**config.mk**
```make
export PLATFORM = sky130hd
export DESIGN_NAME = riscv_core_rob_retire
export DESIGN_NICKNAME = d
export VERILOG_FILES = /design/src/rtl/riscv_core_rob_retire.sv
export SDC_FILE = /design/constraint.sdc
export NUM_CORES = 1
export LEC_CHECK = 0
export BUFFER_PORTS_ARGS = -buffer_cell sky130_fd_sc_hd__buf_2
export CAP_MARGIN = 10
export CORE_ASPECT_RATIO = 1.2
export CORE_UTILIZATION = 35
export DETAILED_ROUTE_END_ITERATION = 8
export PLACE_DENSITY = 0.59
export SLEW_MARGIN = 30
export SYNTH_ARGS = -nofsm -noshare
export SYNTH_HDL_FRONTEND = slang
export SYNTH_SLANG_ARGS = --single-unit
```
**constraint.sdc**
```tcl
create_clock -name clk -period 12 [get_ports clk]
set_clock_uncertainty 0.05 [all_clocks]
set_input_delay 1.2 -clock clk [delete_from_list [all_inputs] [get_ports clk]]
set_output_delay 1.2 -clock clk [all_outputs]
set_load 0.03 [all_outputs]
```
**src/rtl/riscv_core_rob_retire.sv**
```systemverilog
// Retire-side companion to the reorder buffer. It holds slot result data, drains committed
// results to the register file and keeps a per-register in-flight scoreboard.
module riscv_core_rob_retire #(
  parameter int ROB_SIZE = 16,
  parameter int DATA_W   = 32,
  parameter int CNT_W    = 5
) (
  input  logic              clk,
  input  logic              reset,
  input  logic              alloc_val,
  input  logic              alloc_rdy,
  input  logic [4:0]        alloc_preg,
  input  logic              fill_val,
  input  logic [3:0]        fill_slot,
  input  logic [DATA_W-1:0] fill_data,
  input  logic              commit_wen,
  input  logic [3:0]        commit_slot,
  input  logic [4:0]        commit_waddr,
  output logic              rf_wen,
  output logic [4:0]        rf_waddr,
  output logic [DATA_W-1:0] rf_wdata,
  output logic [31:0]       busy,
  output logic [31:0]       instret,
  output logic              err
);

  localparam logic [CNT_W-1:0] CNT_MAX = CNT_W'(ROB_SIZE);

  logic [DATA_W-1:0] data_mem [ROB_SIZE];
  logic [ROB_SIZE-1:0] dvalid;
  logic [CNT_W-1:0] cnt      [32];
  logic [CNT_W-1:0] cnt_next [32];
  logic [31:0] inc_vec;
  logic [31:0] dec_vec;
  logic cnt_err;
  logic alloc_fire;
  logic bypass;
  logic unfilled;
  logic [DATA_W-1:0] src_data;

  // A same-cycle fill of the committing slot is forwarded straight to the write port.
  always_comb begin
    alloc_fire = alloc_val && alloc_rdy;
    bypass     = fill_val && (fill_slot == commit_slot);
    src_data   = bypass ? fill_data : data_mem[commit_slot];
    unfilled   = commit_wen && !bypass && !dvalid[commit_slot];
  end

  always_ff @(posedge clk) begin
    if (fill_val)
      data_mem[fill_slot] <= fill_data;
  end

  // Commit is applied after fill so a same-slot fill+commit leaves the slot empty.
  always_ff @(posedge clk or posedge reset) begin
    if (reset) begin
      dvalid <= '0;
    end else begin
      if (fill_val)
        dvalid[fill_slot] <= 1'b1;
      if (commit_wen)
        dvalid[commit_slot] <= 1'b0;
    end
  end

  always_comb begin
    inc_vec = alloc_fire ? (32'd1 << alloc_preg) : 32'd0;
    dec_vec = commit_wen ? (32'd1 << commit_waddr) : 32'd0;
    cnt_err = 1'b0;
    for (int r = 0; r < 32; r++) begin
      cnt_next[r] = cnt[r];
      if (r != 0) begin
        if (inc_vec[r] && !dec_vec[r]) begin
          if (cnt[r] == CNT_MAX)
            cnt_err = 1'b1;
          else
            cnt_next[r] = cnt[r] + 1'b1;
        end else if (dec_vec[r] && !inc_vec[r]) begin
          if (cnt[r] == '0)
            cnt_err = 1'b1;
          else
            cnt_next[r] = cnt[r] - 1'b1;
        end
      end
    end
  end

  always_ff @(posedge clk or posedge reset) begin
    if (reset) begin
      for (int r = 0; r < 32; r++)
        cnt[r] <= '0;
    end else begin
      for (int r = 0; r < 32; r++)
        cnt[r] <= cnt_next[r];
    end
  end

  always_comb begin
    busy = '0;
    for (int r = 1; r < 32; r++)
      busy[r] = (cnt[r] != '0);
  end

  // Register 0 commits still retire and count, they just never write the register file.
  always_ff @(posedge clk or posedge reset) begin
    if (reset) begin
      rf_wen   <= 1'b0;
      rf_waddr <= '0;
      rf_wdata <= '0;
      instret  <= '0;
      err      <= 1'b0;
    end else begin
      rf_wen <= commit_wen && (commit_waddr != 5'd0);
      if (commit_wen) begin
        rf_waddr <= commit_waddr;
        rf_wdata <= src_data;
        instret  <= instret + 32'd1;
      end
      if (unfilled || cnt_err)
        err <= 1'b1;
    end
  end

endmodule

```
Yosys cells after proc, flatten, opt, wreduce, memory -nomap -nowiden

Memories as Yosys holds them, arrays and structs flattened. A register that Yosys moved wholly into a read port is not among the register bits.
Index checks and enable logic that the tools add are counted.

Memory bits (read-only): 0
RAM bits: 512
Input port bits: 56
Output and inout port bits: 103
Bits in latches: 0
Bits in registers: 210
Word-level logic and storage cells: 722
Memories: 1

Mux-type cells: 260
Shift-type cells: 2
Equal/unequal tests: 94
Div/mod/pow operators: 0
Add/subtract/negate cells: 63
Magnitude comparators: 4
$mul: 0
Reduce and logical (&&, ||, !) cells: 259
Bitwise logic cells: 3

Memory list:

| memory   | depth | width | rd ports | clocked after memory_dff | wr ports | line | source |
|---|---|---|---|---|---|---|---|
| data_mem | 16    | 32    | 1        | 1                        | 1        | 29   | `logic [DATA_W-1:0] data_mem [ROB_SIZE];` |

Operator list:

| cell                  | number |
|---|---|
| $mux 5                | 124 |
| $reduce_bool 5->1     | 32 |
| $add 5x1->5 const B   | 31 |
| $eq 5x5->1 const B    | 31 |
| $logic_not 5->1       | 31 |
| $sub 5x1->5 const B   | 31 |
| $mux 1                | 129 |
| $ne 2x2->1 const B    | 62 |
| $reduce_and 3->1      | 31 |
| $logic_and 1x1->1     | 69 |
| $logic_not 1->1       | 64 |
| $mux 32               | 2 |
| $shl 1x5->32 const A  | 2 |
| $reduce_bool 2->1     | 31 |
| $add 32x1->32 const B | 1 |
| $mux 16               | 2 |
| $and 16x16->16        | 1 |
| $not 16->16           | 1 |
| $or 16x16->16         | 1 |
| $lt 4x5->1 const B    | 2 |
| $demux 1 s4           | 2 |
| $ge 4x1->1 const B    | 2 |
| $bmux 1 s4            | 1 |
| $eq 4x4->1            | 1 |
| $logic_or 1x1->1      | 1 |

Logic depth before layout (Yosys ltp)

Gate-level depths: netlist (run 1).

Word-level depth: 97
Depth in mapped cells: 13
Mapped depth without buffers: 12

Least setup slack after synthesis (run 1)

No wires, ideal clock.

Path kind: input port to flip-flop
Start point: in fill_slot[1]
End point: mem data_mem[0][0] (enable)
Required time: 11.487 ns
Setup slack: 7.518 ns
Buffers on the path: 0
Library setup time: 0.463 ns
Stages on the path: 2
Arrival: 3.969 ns
Path through: or3b_2 nor3_1

RTL lines:

| item        | line | source |
|---|---|---|
| from (decl) | 14   | `input logic [3:0] fill_slot,` |
| to (decl)   | 29   |  |

No word-level cell before the write port.

==> flow_metrics.tcl, run 1 <==
set metrics [dict create \
    status "finished, final reports clean" \
    overflow 0 \
    cap_violations 0 \
    dp_hpwl_um 52600 \
    grt_pass1_vias 22000 \
    drt_iter0_drc 1450 \
    ys_async_sr_fraction_pct 32.1 \
    drcViolationCount 0 \
    yosys_warnings 0 \
    routedWlPerCell_um 21.4 \
    hold_buffers 0 \
    die_area_mm2 0.101 \
    final_nets 2879 \
    hold_class "reg -> reg" \
    die_height_um 347 \
    yosys-top-cells-area "edfxtp_1 (44%), dfrtp_1 (17%), mux4_2 (8.6%), ha_1 (5.6%), xnor2_1 (3.7%)" \
    worst-path-max-fanout 51 \
    cp-end-kind "flip-flop" \
    synth_most_common_cell "edfxtp_1" \
    finalSetupTns_ns 0 \
    p_total_w 0.00835 \
    cts_htree_levels 3 \
    synthDistinctLibCells 48 \
    layout.core_utilization_pct 40.7 \
    die_x_um 290 \
    maxSlewHeadroom_pct 41.5 \
    start_util_pct 35.3 \
    critPathKind "in -> reg" \
    via_per_inst 5.21 \
    synth_edf_count 512 \
    cts_tree "built" \
    core_mm2 0.0985 \
    worst_pin_slew_ns 0.878 \
    synthesis.area_mm2 0.0348 \
    rows 126 \
    cts_num_sinks 754 \
    final_cell_area_mm2 0.0401 \
    first_pass_iters 7 \
    placement.io_buffers 157 \
    synthesis.instances 2434 \
    clockRootBuffer "clkbuf_16" \
    ant_nets 0 \
    synth_top_area_share_pct 44.2 \
    finalCriticalPeriod_ns 3.80 \
    setup-violations-final 0 \
    layout-drive-gt1-share_pct 19.0 \
    synth_nets 2677 \
    ir_drop_mv 0.162 \
    synth_commonest_cells "edfxtp_1 (512), nand2_1 (291), dfrtp_1 (242)" \
    pin_count 159 \
    cp.arrival_ns 4.23 \
    syn-mean-instance-area_um2 14.3 \
    cts_buffers 82 \
    ys_ff_latch 754 \
    finalWeightedCongestion 0.826 \
    max_freq_ghz 0.263 \
    ys_seq_area_share_pct 61.6 \
    placed_area_mm2 0.0373 \
    cts.clk_slew.worst_paths_ns 0.06 \
    hold_viol_final 0 \
    yosys_most_used_dff "edfxtp_1" \
    clock_path_buffers 3 \
    rsz0062_at_grt "no" \
    cp-start-kind "input pin" \
    cts_setup_buffers 0 \
    pre_cts_ws_ns 7.57 \
    leakage_nw 15.9 \
    worstPathRequired_ns 12.44 \
    area_delta_synth_final_pct 15.2 \
    worst_slack_ns 8.20 \
    clock_latency_ns 0.64 \
    p_per_area_mw_per_mm2 208 \
    grt.total_usage_pct 17.0 \
    cts_resized 0 \
    maxSlewViolCount 0 \
    grt_max_degree 93 \
    grt_pass1_wl_um 132000 \
    vias 20800 \
    drt_wl_total_um 85500 \
    antenna_found_initial 5 \
    synth_top_area_cell "edfxtp_1" \
    period_share_pct 31.6 \
]
sequential cells by signal (all words and copies together), names as in the netlist:
name / flops
instret: 32
cnt: 155
data_mem: 512
dvalid: 16
rf_wdata: 32
err: 1
rf_wen: 1
rf_waddr: 5
final timing paths:
path,from,end,slack [ns],cells after the start
hold / removal,instret[31]$_DFFE_PP0P_,instret[31]$_DFFE_PP0P_,0.41,1
setup reg to reg,instret[0]$_DFFE_PP0P_,instret[28]$_DFFE_PP0P_,9.72,6
max in group asynchronous,reset,cnt[90]$_DFFE_PP0P_,9.26,4
hold reg to reg,instret[31]$_DFFE_PP0P_,instret[31]$_DFFE_PP0P_,0.41,1
setup / recovery,commit_slot[1],rf_wdata[23]$_DFFE_PP0P_,8.20,7
min in group asynchronous,reset,instret[15]$_DFFE_PP0P_,0.62,2
critical path, cell delays in order:
cell and delay [ns]:
buf_4 0.54, buf_4 0.68, buf_4 0.72, mux4_2 0.40, a22o_1 0.24, a221oi_1 0.22, o21ai_0 0.13
metrics by stage:
stage                     hold slack [ns]  instances
final                               0.412       3988
after floorplan                     0.405       2434
after detailed placement            0.410       3832
after global placement              0.406       3832
after CTS                           0.421       3986
after global routing                0.451       3987
cells by family after synthesis:
family / after synthesis / synth area share [%]
flops: 754 / 61.6
xor+xnor: 221 / 5.56
other cells: 1 / 0.0108
simple gates: 639 / 8.53
mux: 138 / 8.77
fa+ha+maj: 187 / 7.39
compound gates: 326 / 6.19
buf+inv: 168 / 1.99
power breakdown:
group | internal, W | switching [W] | total (W)
Clock | 0.00151 | 0.00109 | 0.00260
Combinational | 0.00106 | 0.00134 | 0.00239
Sequential | 0.00307 | 0.000281 | 0.00335
placed cells by master, fill, tap and decap left out, types with 34 or more instances in the layout:
cell type,synthesis,final
a21oi_1,97,97
dfrtp_1,242,242
a22o_1,34,34
nor2_1,134,121
mux4_2,133,133
ha_1,156,156
clkbuf_16,0,83
o21ai_0,48,48
xor2_1,75,75
edfxtp_1,512,512
buf_2,11,154
inv_1,97,96
a21o_1,62,62
nand2_1,291,291
xnor2_1,146,146
nor2b_1,36,34
per-layer routing:
| layer | part of all wire, % | global-route usage [%] | wire length, um | vias to the layer above |
|---|---|---|---|---|
| met4 | 2.0 | 4.29 | 1700 | 4 |
| met2 | 52 | 30.8 | 44700 | 557 |
| met1 | 40 | 20.7 | 34300 | 10700 |
| met3 | 5.6 | 3.42 | 4790 | 114 |
| met5 | 0.039 | 0 | 33 | - |
| li1 | - | - | - | 9395 |
area by class of cell:
| type | instances | area, um^2 |
|---|---|---|
| sequential | 754 | 21400 |
| antenna | 2 | 5.00 |
| clock inverter | 49 | 589 |
| tap | 1280 | 1600 |
| clock buffer | 105 | 2230 |
| timing repair buffer | 189 | 1050 |
| fill | 8930 | 58400 |
| multi-input combinational | 1512 | 12800 |
| inverter | 97 | 372 |
No activity file was read; power rests on OpenSTA's default activity.
==> run 2, diff against run 1 <==
- PLACE_DENSITY: 0.59 -> 0.61
- clock period: 12 -> 3.35 ns (I/O delays scaled with it)
==> run 2 against run 1 <==
Hold slack lost 0.37 ns. First-iteration DRC count grew 7.6%. Power grew to 3.6 times the previous value. Sequential share of layout area shrank 0.91 points. Sequential power grew to 3.6 times the previous value. Via count shrank 2.1%. Register-to-register slack lost 8.7 ns. Critical path type unchanged.
==> flow_metrics.tcl, run 2 (synthesis gave the netlist of run 1 again) <==
set metrics [dict create \
    worst-path-max-fanout 7 \
    pwr-share-clk_pct 32.0 \
    via_per_inst 5.05 \
    cts_tree "built" \
    hold_viol_final 0 \
    cpMaxStageDelayCell "nor4_1" \
    ff2ff_setup_slack_ns 1.04 \
    worstHoldEndpoint "data_mem[7][31]$_DFFE_PP_" \
    leakage_nw 16.2 \
    status "finished, final reports clean" \
    intPower_w 0.0206 \
    p_per_area_mw_per_mm2 736 \
    hold_class "in -> reg" \
    first_pass_iters 5 \
    largest_reg_flops 512 \
    clockRootBuffer "clkbuf_16" \
    largestRegisters "data_mem x512, cnt x155" \
    crit_family "buffers and inverters" \
    worst_path_largest_cell_delay_ns 0.56 \
    cp.arrival_ns 3.50 \
    swShare_pct 31.4 \
    die_height_um 347 \
    grt_max_degree 81 \
    clock_path_buffers 3 \
    r2r_end "instret[28]$_DFFE_PP0P_" \
    overflow 0 \
    whs_path_depth 1 \
    cp-end-kind "flip-flop" \
    reg2regPathDepth 6 \
    rows 126 \
    cts_htree_levels 3 \
    antenna_found_initial 3 \
    drt_iter0_drc 1560 \
    layout.core_utilization_pct 41.4 \
    min-delay-start "fill_data[31]" \
    switchingPower_w 0.00944 \
    cp-start-kind "input pin" \
    vias 20300 \
    core_mm2 0.0985 \
    critPathKind "in -> reg" \
    crit_buf_inv 5 \
    worstPathRequired_ns 3.81 \
    maxSlewViolCount 0 \
    die_x_um 290 \
    max_freq_ghz 0.329 \
    top_register "data_mem" \
    fin_cells 4027 \
    die_area_mm2 0.101 \
    finalCriticalPeriod_ns 3.04 \
    finalWeightedCongestion 0.837 \
    worst_pin_slew_ns 0.818 \
    worstReg2RegStart "instret[0]$_DFFE_PP0P_" \
    p_comb_share_pct 28.1 \
    cts.clk_slew.worst_paths_ns 0.06 \
    final_common_cell "edfxtp_1" \
    grt_pass1_wl_um 125000 \
    clock_latency_ns 0.63 \
    drt_wl_total_um 80500 \
    hold_slack_ns 0.0453 \
    placed_cells 3857 \
    path_cells "dlygate4sd3_1 -> buf_2 -> nand3b_1 -> nor4_1 -> buf_4 -> inv_1 -> ha_1 -> inv_1 -> ha_1 -> a21o_1 -> a21oi_1 -> xnor2_1 -> nand2_1 -> xnor2_1" \
    cp_num_cells 14 \
    pin_count 159 \
    cap_violations 0 \
    drcViolationCount 0 \
    routedWlPerCell_um 20.0 \
    layout-drive-gt1-share_pct 19.3 \
    nFillCells 8961 \
    seqPwrFrac_pct 39.9 \
    period_share_pct 90.8 \
    start_util_pct 35.3 \
    grt_pass1_vias 21100 \
    cts_num_sinks 754 \
    ir_drop_mv 0.494 \
    grt.total_usage_pct 16.1 \
    ant_nets 0 \
    final_nets 2920 \
    setup-violations-final 0 \
    maxSlewHeadroom_pct 45.5 \
    cts_buffers 81 \
    rsz0062_at_grt "no" \
    mostFrequentLayoutCells "edfxtp_1 (512), nand2_1 (291), dfrtp_1 (242)" \
    area_delta_synth_final_pct 17.2 \
    dp_hpwl_um 50900 \
    p_total_w 0.0300 \
    placement.io_buffers 157 \
]
[run 2: cell count changes in the layout (fill, tap and decap cells not counted), sizes merged]
cell	change
inv	-1
dlygate4sd3	+17
clkinvlp	-1
clkinv	-14
buf	+26
bufinv	+5
diode	-1
clkbuf	+8
[run 2: worst max-delay path by stage]
stage               slack [ns]             from                    to
floorplan                -0.21            reset    cnt[0]$_DFFE_PP0P_
global placement          0.17       commit_wen  cnt[119]$_DFFE_PP0P_
detailed placement        0.12       commit_wen  cnt[119]$_DFFE_PP0P_
CTS                       0.34  commit_waddr[4]  cnt[119]$_DFFE_PP0P_
global route              0.07  commit_waddr[4]  cnt[119]$_DFFE_PP0P_
finish                    0.31  commit_waddr[4]  cnt[119]$_DFFE_PP0P_
[run 2: routing by layer]
layer | GRT usage (%) | up-vias | wire length, um
met1 | 20.0 | 10300 | 33100
li1 | - | 9484 | -
met2 | 28.5 | 466 | 41300
met4 | 4.65 | 4 | 1820
met5 | 0 | - | 28
met3 | 2.95 | 109 | 4200
[run 2: layout make-up]
cell class | count | area (um^2) | share of cell area (%)
timing repair buffer | 231 | 1640 | 4.02
multi-input combinational | 1512 | 12900 | 31.5
clock inverter | 38 | 637 | 1.56
antenna | 1 | 2.50 | 0.00613
tap | 1280 | 1600 | 3.92
clock buffer | 114 | 2270 | 5.57
inverter | 97 | 368 | 0.901
sequential | 754 | 21400 | 52.5
[run 2: power by group through the flow]
stage          registers, W  logic, W  clock network, W
4_1_cts              0.0120   0.00859           0.00987
3_5_place_dp         0.0122   0.00854                 0
2_1_floorplan        0.0121   0.00635                 0
3_3_place_gp         0.0122   0.00846                 0
6_report             0.0120   0.00843           0.00963
5_1_grt              0.0122   0.00944            0.0102
[run 2: through the flow]
stage	setup slack [ns]	cell area [um^2]	TNS, ns
after floorplan	-0.211	34800	-51.01
after global placement	0.166	37700	0
after detailed placement	0.122	37700	0
after CTS	0.343	40800	0
after global routing	0.0652	40800	0
final	0.309	40800	0
[run 2: timing repair]
| item | 4_1_cts | 5_1_grt |
|---|---|---|
| hold buffers | 17 | 0 |
| gates resized for setup | 0 | 0 |
| buffers inserted | 0 | 0 |
| endpoints found under the hold margin | 204 | 0 |
==> run 3, diff against run 2 <==
--- a/config.mk
+++ b/config.mk
@@ -11,2 +11,3 @@
 export CORE_UTILIZATION = 35
+export CTS_CLUSTER_DIAMETER = 50
 export DETAILED_ROUTE_END_ITERATION = 8
==> constraint.sdc (replaced) <==
create_clock -name clk -period 2.7 [get_ports clk]
set_clock_uncertainty 0.05 [all_clocks]
set_input_delay 0.54 -clock clk [delete_from_list [all_inputs] [get_ports clk]]
set_output_delay 0.54 -clock clk [all_outputs]
set_load 0.03 [all_outputs]
==> run 3 against run 2 <==
Flip-flop and latch count stayed put. First-iteration DRC count is 16% lower. Critical endpoint is now busy[16]. Clock power is 29% higher. Global-route usage is 0.57 points higher. Hold slack better by 0.15 ns. Largest power group unchanged.
==> flow_metrics.tcl, run 3 (synthesis gave the netlist of run 1 again) <==
set metrics [dict create \
    vias 21700 \
    core_mm2 0.0985 \
    mostFrequentLayoutCells "edfxtp_1 (512), buf_4 (370), nand2_1 (291)" \
    cpMaxStageDelayCell "or4_4" \
    drt_wl_total_um 83800 \
    largest_reg_flops 512 \
    antenna_found_initial 5 \
    placement.io_buffers 157 \
    worstPathRequired_ns 2.11 \
    cap_violations 0 \
    final_nets 3241 \
    cts_htree_levels 3 \
    top_register "data_mem" \
    grt_max_degree 62 \
    cts.clk_slew.worst_paths_ns 0.06 \
    max_freq_ghz 0.378 \
    fin_cells 4356 \
    hold_class "in -> reg" \
    ir_drop_mv 0.612 \
    drt_iter0_drc 1314 \
    p_per_area_mw_per_mm2 923 \
    worst-path-max-fanout 4 \
    drcViolationCount 0 \
    nFillCells 8811 \
    die_area_mm2 0.101 \
    cp-end-kind "primary output" \
    leakage_nw 17.9 \
    cp-start-kind "flip-flop" \
    dp_hpwl_um 53200 \
    grt_pass1_vias 22400 \
    placed_area_mm2 0.0400 \
    die_x_um 290 \
    finalWeightedCongestion 0.830 \
    layout-drive-gt1-share_pct 29.8 \
    status "finished, final reports clean" \
    final_cell_area_mm2 0.0437 \
    rows 126 \
    path_cells "or4_4 -> or2_4 -> buf_4" \
    period_share_pct 98.1 \
    cts_buffers 91 \
    area_delta_synth_final_pct 25.5 \
    critPathKind "reg -> out" \
    ant_nets 0 \
    cp.arrival_ns 2.06 \
    die_height_um 347 \
    maxSlewHeadroom_pct 64.9 \
    placed_cells 4139 \
    pin_count 159 \
    cts_num_sinks 754 \
    routedWlPerCell_um 19.2 \
    start_util_pct 35.3 \
    hold_viol_final 0 \
    first_pass_iters 5 \
    finalCriticalPeriod_ns 2.65 \
    grt.total_usage_pct 16.7 \
    overflow 0 \
    setup-violations-final 0 \
    cts_tree "built" \
    worst_path_largest_cell_delay_ns 0.55 \
    final_common_cell "edfxtp_1" \
    clock_path_buffers 3 \
    clockRootBuffer "clkbuf_16" \
    worst_pin_slew_ns 0.526 \
    via_per_inst 4.99 \
    largestRegisters "data_mem x512, cnt x155" \
    rsz0062_at_grt "no" \
    hold_slack_ns 0.192 \
    clock_latency_ns 0.67 \
    maxSlewViolCount 0 \
    grt_pass1_wl_um 130000 \
]
## run 3: final cells by class
class	instances	area, um^2	area share (%)
clock buffers	126	2510	5.74
well taps	1280	1600	3.67
diodes	1	2.50	0.00573
clock inverters	44	619	1.42
repair buffers	542	4120	9.42
flip-flops and latches	754	21400	49.1
inverters	97	368	0.842
multi-input cells	1512	13000	29.8
## run 3: per-layer routing
layer	global-route usage, %	share of wire (%)	wire [um]	up-vias
li1	-	-	-	10100
met1	20.8	42	35000	10900
met2	29.4	51	42400	523
met3	2.59	5.0	4220	145
met4	5.57	2.6	2150	6
met5	0	0.043	36	-
## run 3: timing repair
item,4_1_cts,5_1_grt
hold buffers,1,0
hold endpoints to repair,10,0
endpoints found under the setup margin,24,8
cloned,0,0
resized for setup,62,11
buffers inserted,43,2
pin swaps,0,1
## run 3: final timing paths
| check | start | to | slack (ns) | cells after the start |
|---|---|---|---|---|
| hold / removal | fill_data[23] | data_mem[13][23]$_DFFE_PP_ | 0.19 | 1 |
| hold reg to reg | instret[31]$_DFFE_PP0P_ | instret[31]$_DFFE_PP0P_ | 0.42 | 1 |
| min in group asynchronous | reset | cnt[82]$_DFFE_PP0P_ | 0.45 | 3 |
| setup reg to reg | instret[0]$_DFFE_PP0P_ | instret[26]$_DFFE_PP0P_ | 0.69 | 6 |
| setup / recovery | cnt[75]$_DFFE_PP0P_ | busy[16] | 0.05 | 3 |
| max in group asynchronous | reset | cnt[125]$_DFFE_PP0P_ | 1.43 | 4 |
## run 3: worst max-delay path, delay by kind of cell (launching register included)
kind / cells / cell delay, ns
simple gates: 2 / 0.81
flops: 1 / 0.44
buf+inv: 1 / 0.17
## run 3: through the flow
stage	setup slack (ns)	total power [W]	setup TNS [ns]	utilization, %
2_1_floorplan	-1.07	0.0229	-257.93	-
4_1_cts	0.000564	0.0407	0	44.3
3_5_place_dp	-0.572	0.0270	-7.04	40.6
6_report	0.0516	0.0403	0	44.3
3_3_place_gp	-0.503	0.0268	-5.60	40.6
5_1_grt	0.00284	0.0426	0	44.3
## run 3: power breakdown
| part | total, W | switching, W | leakage, nW | internal (W) |
|---|---|---|---|---|
| registers | 0.0148 | 0.00112 | 7.79 | 0.0137 |
| clock network | 0.0124 | 0.00511 | 1.50 | 0.00731 |
| logic | 0.0131 | 0.00639 | 8.62 | 0.00673 |
